<file path="config.mk">
export PLATFORM = sky130hd
export DESIGN_NAME = wb_select_stage
export DESIGN_NICKNAME = d
export VERILOG_FILES = /design/src/rtl/wb_select_stage.sv
export SDC_FILE = /design/constraint.sdc
export NUM_CORES = 1
export LEC_CHECK = 0
export ABC_CLOCK_PERIOD_IN_PS = 5650
export CORE_MARGIN = 2
export CORE_UTILIZATION = 46
export CTS_BUF_LIST = sky130_fd_sc_hd__clkbuf_8
export DETAILED_ROUTE_END_ITERATION = 10
export PLACE_DENSITY = 0.91
export SLEW_MARGIN = 20
export SYNTH_ARGS = -nofsm -noshare
export SYNTH_HDL_FRONTEND = slang
export SYNTH_SLANG_ARGS = --single-unit
</file>
<file path="constraint.sdc">
create_clock -name clk -period 5.65 [get_ports clk]
set_clock_uncertainty 0.15 [all_clocks]
set_input_delay 1.13 -clock clk [delete_from_list [all_inputs] [get_ports clk]]
set_output_delay 1.13 -clock clk [all_outputs]
set_load 0.02 [all_outputs]
</file>
<file path="src/rtl/wb_select_stage.sv">
// Writeback select: N-way source mux, load lane extract/extend, zero-reg and misalign handling, retire counter.
// Latency: one cycle from an accepted request (wb_req & ~stall) to reg_wdata/reg_waddr/reg_we/misalign.
// Backpressure: stall freezes every output register, stretching any pulse; wb_req is ignored while stalled.
module wb_select_stage #(
  parameter int WIDTH   = 32,
  parameter int NUM_SRC = 4,
  parameter int MEM_SRC = 1,
  parameter int REG_AW  = 5,
  parameter int CNT_W   = 32,
  localparam int SEL_W  = (NUM_SRC > 1) ? $clog2(NUM_SRC) : 1,
  localparam int OFF_W  = $clog2(WIDTH / 8)
) (
  input  logic                     clk,
  input  logic                     reset,
  input  logic [NUM_SRC*WIDTH-1:0] src_data,
  input  logic [SEL_W-1:0]         wb_sel,
  input  logic                     wb_req,
  input  logic [REG_AW-1:0]        dest_reg,
  input  logic [1:0]               load_size,
  input  logic                     load_unsigned,
  input  logic [OFF_W-1:0]         byte_offset,
  input  logic                     stall,
  output logic [WIDTH-1:0]         reg_wdata,
  output logic [REG_AW-1:0]        reg_waddr,
  output logic                     reg_we,
  output logic                     misalign,
  output logic [CNT_W-1:0]         wb_count
);

  localparam int SH_W = 7;

  logic [WIDTH-1:0]        sel_dat;
  logic [WIDTH-1:0]        raw_dat;
  logic [WIDTH-1:0]        lane_dat;
  logic [WIDTH-1:0]        shifted;
  logic [WIDTH-1:0]        zext_dat;
  logic signed [WIDTH-1:0] sext_dat;
  logic [WIDTH-1:0]        next_dat;
  logic [SH_W-1:0]         sh;
  logic                    is_mem;
  logic                    bad_align;
  logic                    next_mis;
  logic                    commit;

  // Plain source mux; an out-of-range select yields zero data.
  always_comb begin
    sel_dat = '0;
    for (int k = 0; k < NUM_SRC; k++) begin
      if (wb_sel == SEL_W'(k)) sel_dat = src_data[k*WIDTH +: WIDTH];
    end
  end

  // Memory lane extraction: shift the wanted lane to the top, then shift back
  // logically or arithmetically to get zero or sign extension for any lane width.
  always_comb begin
    raw_dat  = src_data[MEM_SRC*WIDTH +: WIDTH];
    lane_dat = raw_dat >> {byte_offset, 3'b000};
    case (load_size)
      2'b00:   sh = SH_W'(WIDTH - 8);
      2'b01:   sh = SH_W'(WIDTH - 16);
      2'b10:   sh = SH_W'(WIDTH - 32);
      default: sh = '0;
    endcase
    shifted  = lane_dat << sh;
    zext_dat = shifted >> sh;
    sext_dat = $signed(shifted) >>> sh;
  end

  // Alignment check and final writeback decision for this cycle's request.
  always_comb begin
    case (load_size)
      2'b00:   bad_align = 1'b0;
      2'b01:   bad_align = byte_offset[0];
      2'b10:   bad_align = |byte_offset[1:0];
      default: bad_align = |byte_offset;
    endcase
    is_mem   = (wb_sel == SEL_W'(MEM_SRC));
    next_mis = is_mem & bad_align;
    next_dat = is_mem ? (load_unsigned ? zext_dat : WIDTH'(sext_dat)) : sel_dat;
    commit   = ~next_mis & (dest_reg != '0);
  end

  // Output registers: load on accept, drop pulses when idle, hold everything on stall.
  always_ff @(posedge clk or posedge reset) begin
    if (reset) begin
      reg_wdata <= '0;
      reg_waddr <= '0;
      reg_we    <= 1'b0;
      misalign  <= 1'b0;
      wb_count  <= '0;
    end else if (!stall) begin
      if (wb_req) begin
        reg_wdata <= next_dat;
        reg_waddr <= dest_reg;
        reg_we    <= commit;
        misalign  <= next_mis;
        if (commit) wb_count <= wb_count + 1'b1;
      end else begin
        reg_we   <= 1'b0;
        misalign <= 1'b0;
      end
    end
  end

endmodule

</file>
# --- Yosys cells after proc, flatten, opt, wreduce, memory -nomap -nowiden ---
# Index checks and enable logic that the tools add are counted.
word_totals:
  ff_bits: 71
  latchBits: 0
  mem_bits_rw: 0
  mem_bits_ro: 0
  in_bits: 144
  output_inout_bits: 71
  word_cells: 33
  n_memories: 0
op_classes:
  n_addsub: 1
  n_mul: 0
  div_mod_pow: 0
  order_cmp: 0
  eq_ne: 4
  n_shift: 4
  mux: 9
  n_bitwise: 4
  n_reduce_logical: 6
op_table:
  columns: ["operator", "n"]
  rows:
  - ["two-way mux 32 bit", 5]
  - ["adder 32 x 1 -> 32 bit (second input constant)", 1]
  - ["<< shifter 32 x 7 -> 32 bit", 1]
  - [">> shifter 32 x 5 -> 32 bit", 1]
  - [">> shifter 32 x 7 -> 32 bit", 1]
  - [">>> shifter 32 x 7 -> 32 bit", 1]
  - ["one-hot mux 5 bit (2 select lines)", 1]
  - ["nonzero test 5 bit", 1]
  - ["equality test 2 x 1 -> 1 bit (second input constant)", 2]
  - ["equality test 2 bit (second input constant)", 2]
  - ["logical NOT 2 bit", 2]
  - ["AND reduction 3 bit", 1]
  - ["bitwise AND 1 bit", 2]
  - ["two-way mux 1 bit", 2]
  - ["NOT 1 bit", 2]
  - ["one-hot mux 1 bit (2 select lines)", 1]
  - ["AND reduction 2 bit", 1]
  - ["OR reduction 2 bit", 1]

# --- Depth between registers and ports, before layout ---
logic_depth:
  ltp_word: 6
  ltp_mapped: 8
  depth_no_buf: 5

# --- Worst setup path before layout ---
# Ideal clock, no wire load.
synth_timing:
  kind: "in2reg"
  from: "input port byte_offset[1]"
  to: "register reg_wdata[5]"
  setup_ps: 125
  t_arrival_ps: 2423
  t_required_ps: 5375
  slack_ps: 2952
  cell_stages: 7
  n_path_buf: 3
  path_cell_list: "buf_6 buf_12 buf_8 a211oi_2 a21oi_1 mux4_2 mux2_4"
synth_between:
  elab_chain_cells: 5
  elab_cells_between_ends: 6
  classes_between: "shift: 4; mux: 2"
synth_lines:
  columns: ["item", "line_no", "source"]
  rows:
  - ["from (decl)", "21", "input logic [OFF_W-1:0] byte_offset,"]
  - [">> shifter 32 x 5 -> 32 bit (*)", "57", "lane_dat = raw_dat >> {byte_offset, 3'b000};"]
  - ["<< shifter 32 x 7 -> 32 bit (*)", "64", "shifted = lane_dat << sh;"]
  - [">>> shifter 32 x 7 -> 32 bit or >> shifter 32 x 7 -> 32 bit (tied branches)", "66, 65", null]
  - ["two-way mux 32 bit (*) (2 in a row)", "79", "next_dat = is_mem ? (load_unsigned ? zext_dat : WIDTH'(sext_dat)) : sel_dat;"]
  - ["to (signal assigned)", "93", "reg_wdata <= next_dat;"]
  - ["to (decl)", "23", "output logic [WIDTH-1:0] reg_wdata,"]
# Every way passes the cells marked *; elsewhere a longest branch is shown, timed or not.
# A chain may end at the register's enable or synchronous reset.

# --- Worst setup path after layout ---
layout_timing:
  from: "input port byte_offset[1]"
  to: "register reg_wdata[4]"
# The elaborated chain is that of the path after synthesis.

==> results.tsv <==
stage	metric	value	unit
status	status	completed	
final_layout	diode count	0	
final_layout	share of cells above drive strength 1	16.9	%
pwr	P_sw	0.526	mW
synth	Yosys warnings	0	
pwr	pwr dens	241	nW/um^2
clocking	deepest level of the CTS H-tree	3	
detailed_routing	routed len/inst	20.2	um
synth	Synth top area share	39.9	%
timing	Final Setup Violations	0	
timing	RSZ-0062 raised after global routing	no	
final_layout	layout overhead on the synthesized area	54.0	%
pwr	maximum vdd drop	0.153	mV
floorplanning	Die Y	102	um
timing	final max-slew violation count	0	
job	MaxCap Viol Count	0	
worst_setup_path	Startpoint Class	input port	
synth	Mapped Cells	408	
grt	largest net degree at the start of global routing	66	
detailed_routing	DRC viols	0	
detailed_routing	DRT iter0 DRCs	192	
synth	asr flop ratio synth	100	%
worst_setup_path	crit end category	flop	
detailed_routing	vias after detailed routing	4330	
synth	post-synthesis net count	553	
floorplanning	Die W	102	um
clocking	CTS clock-pin slew for the worst setup and hold paths	80	ps
timing	Final Hold Fails	0	
place	placed inst area	6640	sq um
pwr	Combinational Power Share	34.0	%
floorplanning	starting density of the core	47.8	%
detailed_routing	DRT antenna net count	0	
synth	area leader, netlist	dfrtp_1	
pwr	Pleak	2.69	nW
timing	FMAX	0.289	GHz
synth	flops & latches, synth	71	
grt	antenna violations before repair	0	
place	Port-buffer cells	214	
worst_setup_path	worst setup path class	input port to flop	
final_layout	fin util	73.5	%
detailed_routing	final wirelength	15000	um
synth	EDFF count, synth	0	
floorplanning	Die Footprint	10500	sq um
clocking	CTS tree	done	
clocking	Root Buffer Master	clkbuf_8	
worst_setup_path	CP arrival	3530	ps
floorplanning	I/O pins	215	
synth	synth unique cells	53	
place	GPL Wtd Cong	0.863	
grt	first-pass GRT wire length	23500	um
worst_setup_path	crit-path max FO	16	
clocking	CTS Buffer Depth	2	
timing	Worst-Margin Slew	947	ps
timing	min cycle time layout	3460	ps
clocking	clock buffers created by TritonCTS	9	
pwr	register share of total power	38.2	%
detailed_routing	DRT Pass-1 Iters	4	
timing	fraction of the cycle the final worst path needs	61.2	%
grt	grt total ovfl	0	
pwr	internal power	1.13	mW
clocking	post-CTS resize count	0	
timing	Slew HR	36.9	%
grt	gr usage total	29.4	%
min_path	Hold/Removal Path Class	flop to flop	
grt	vias in the first global route	4578	
worst_setup_path	worst path required time	5730	ps
place	Post-DP HPWL	11600	um
synth	Top FF cell, synth	dfrtp_1	
pwr	switching share of power	31.8	%
clocking	Post-CTS Hold Fix Bufs	0	
clocking	Clock Latency Late Sink	340	ps
synth	ranking of synthesized cells by area	dfrtp_1, mux2_2, xnor2_1	
clocking	CTS sink count	71	
final_layout	Design Area, Final	6860	sq um
floorplanning	row cnt	35	
timing	setup_tns	0	ps
detailed_routing	post-DR vias/cell	5.80	
synth	Avg Cell Area, Syn	10.9	sq um
floorplanning	Core Region	9330	sq um
pwr	part of the power in the clock network	27.9	%
synth	Seq/Total Area, Yosys	39.9	%
final_layout	layout net count	757	
clocking	Setup Fix Bufs, Post-CTS	0	
synth	Post-Syn Area	4450	sq um
## layer usage
layer,track usage (%),routed length [um],up-vias
met3,7.80,1180,42
met1,34.6,5660,2088
met2,51.1,7610,260
met4,11.6,601,0
met5,0,0,-
li1,-,-,1940
## synth_stat cells, drive strengths merged, types with 2 or more instances
cell and n:
xor2 3, clkbuf 8, xnor2 29, mux2i 10
dfrtp 71, nor4 2, a21oi 8, nand3 15
nand2b 2, a211oi 7, nor4b 2, a221oi 24
nor3 2, mux2 46, and4 2, buf 18
nor2b 6, nand2 46, o21ai 11, mux4 7
and3 8, o211a 2, inv 3, nor2 26
nand4 12, o22ai 24, and2b 4
## worst max-delay path, cell delays in order
cell and delay, ps:
clkdlybuf4s50_1 840, buf_4 350, and2b_1 220, a211oi_2 200, a21oi_1 60, mux4_2 470, mux2_4 260
## state kept, by name, summed over array words and instances, names as in the netlist
name and flops:
reg_we 1, wb_count 32, reg_wdata 32, misalign 1, reg_waddr 5
## cell families (layout without fill, tap and decap cells)
group                    after synthesis  in the layout  share of synthesized area [%]
XOR/XNOR                              32             32                           6.29
flip-flops                            71             71                           39.9
AO/OA/AOI/OAI                         83             83                           15.9
multiplexers                          63             63                           18.0
buffers and inverters                 29            238                           3.88
adder cells (fa/ha/maj)                1              1                          0.281
AND/OR/NAND/NOR                      129            129                           15.8
## layout make-up
type	instances	area, sq um
tap	129	161
inverter	3	11.3
clock inverter	7	97.6
multi-input combinational	308	2510
timing repair buffer	219	2170
fill	633	2470
clock buffer	9	124
sequential	71	1780
## power by group through the flow
stage | Clock, mW | Combinational (mW) | Sequential, mW
floorplan | 0 | 0.200 | 0.709
global placement | 0 | 0.547 | 0.636
detailed placement | 0 | 0.564 | 0.639
CTS | 0.466 | 0.565 | 0.631
global route | 0.490 | 0.599 | 0.638
finish | 0.461 | 0.562 | 0.632
## cells in the final DEF (no fill, tap or decap), types with 8 or more instances in the layout
cell | Yosys | layout
clkdlybuf4s50_1 | 0 | 213
dfrtp_1 | 71 | 71
nand2_1 | 46 | 46
mux2_2 | 38 | 38
xnor2_1 | 29 | 29
nor2_1 | 25 | 25
o22ai_1 | 24 | 24
a221oi_1 | 15 | 15
nand3_1 | 15 | 15
nand4_1 | 11 | 11
mux2i_1 | 10 | 10
a221oi_2 | 9 | 9
clkbuf_8 | 0 | 9
and3_1 | 8 | 8
o21ai_0 | 8 | 8
## worst paths after layout
kind	to	slack [ps]	cells past startpoint	from
max in group asynchronous	wb_count[10]	3280	3	reset
min in group asynchronous	reg_wdata[25]	1040	2	reset
worst min-delay path	wb_count[31]	340	1	wb_count[31]
worst max register to register	wb_count[18]	3450	5	wb_count[4]
worst max-delay path	reg_wdata[4]	2190	7	byte_offset[1]
worst min register to register	wb_count[31]	340	1	wb_count[31]
## stage by stage
step | hold slack, ps | power, mW | std cells | setup WS (ps)
after detailed placement | 337 | 1.20 | 730 | 1840
after CTS | 347 | 1.66 | 746 | 2200
after global placement | 309 | 1.18 | 730 | 1910
final | 338 | 1.66 | 746 | 2190
after global routing | 365 | 1.73 | 746 | 2080
after floorplan | 432 | 0.910 | 408 | 2570
Note: power is estimated with default switching activity, not from simulation.
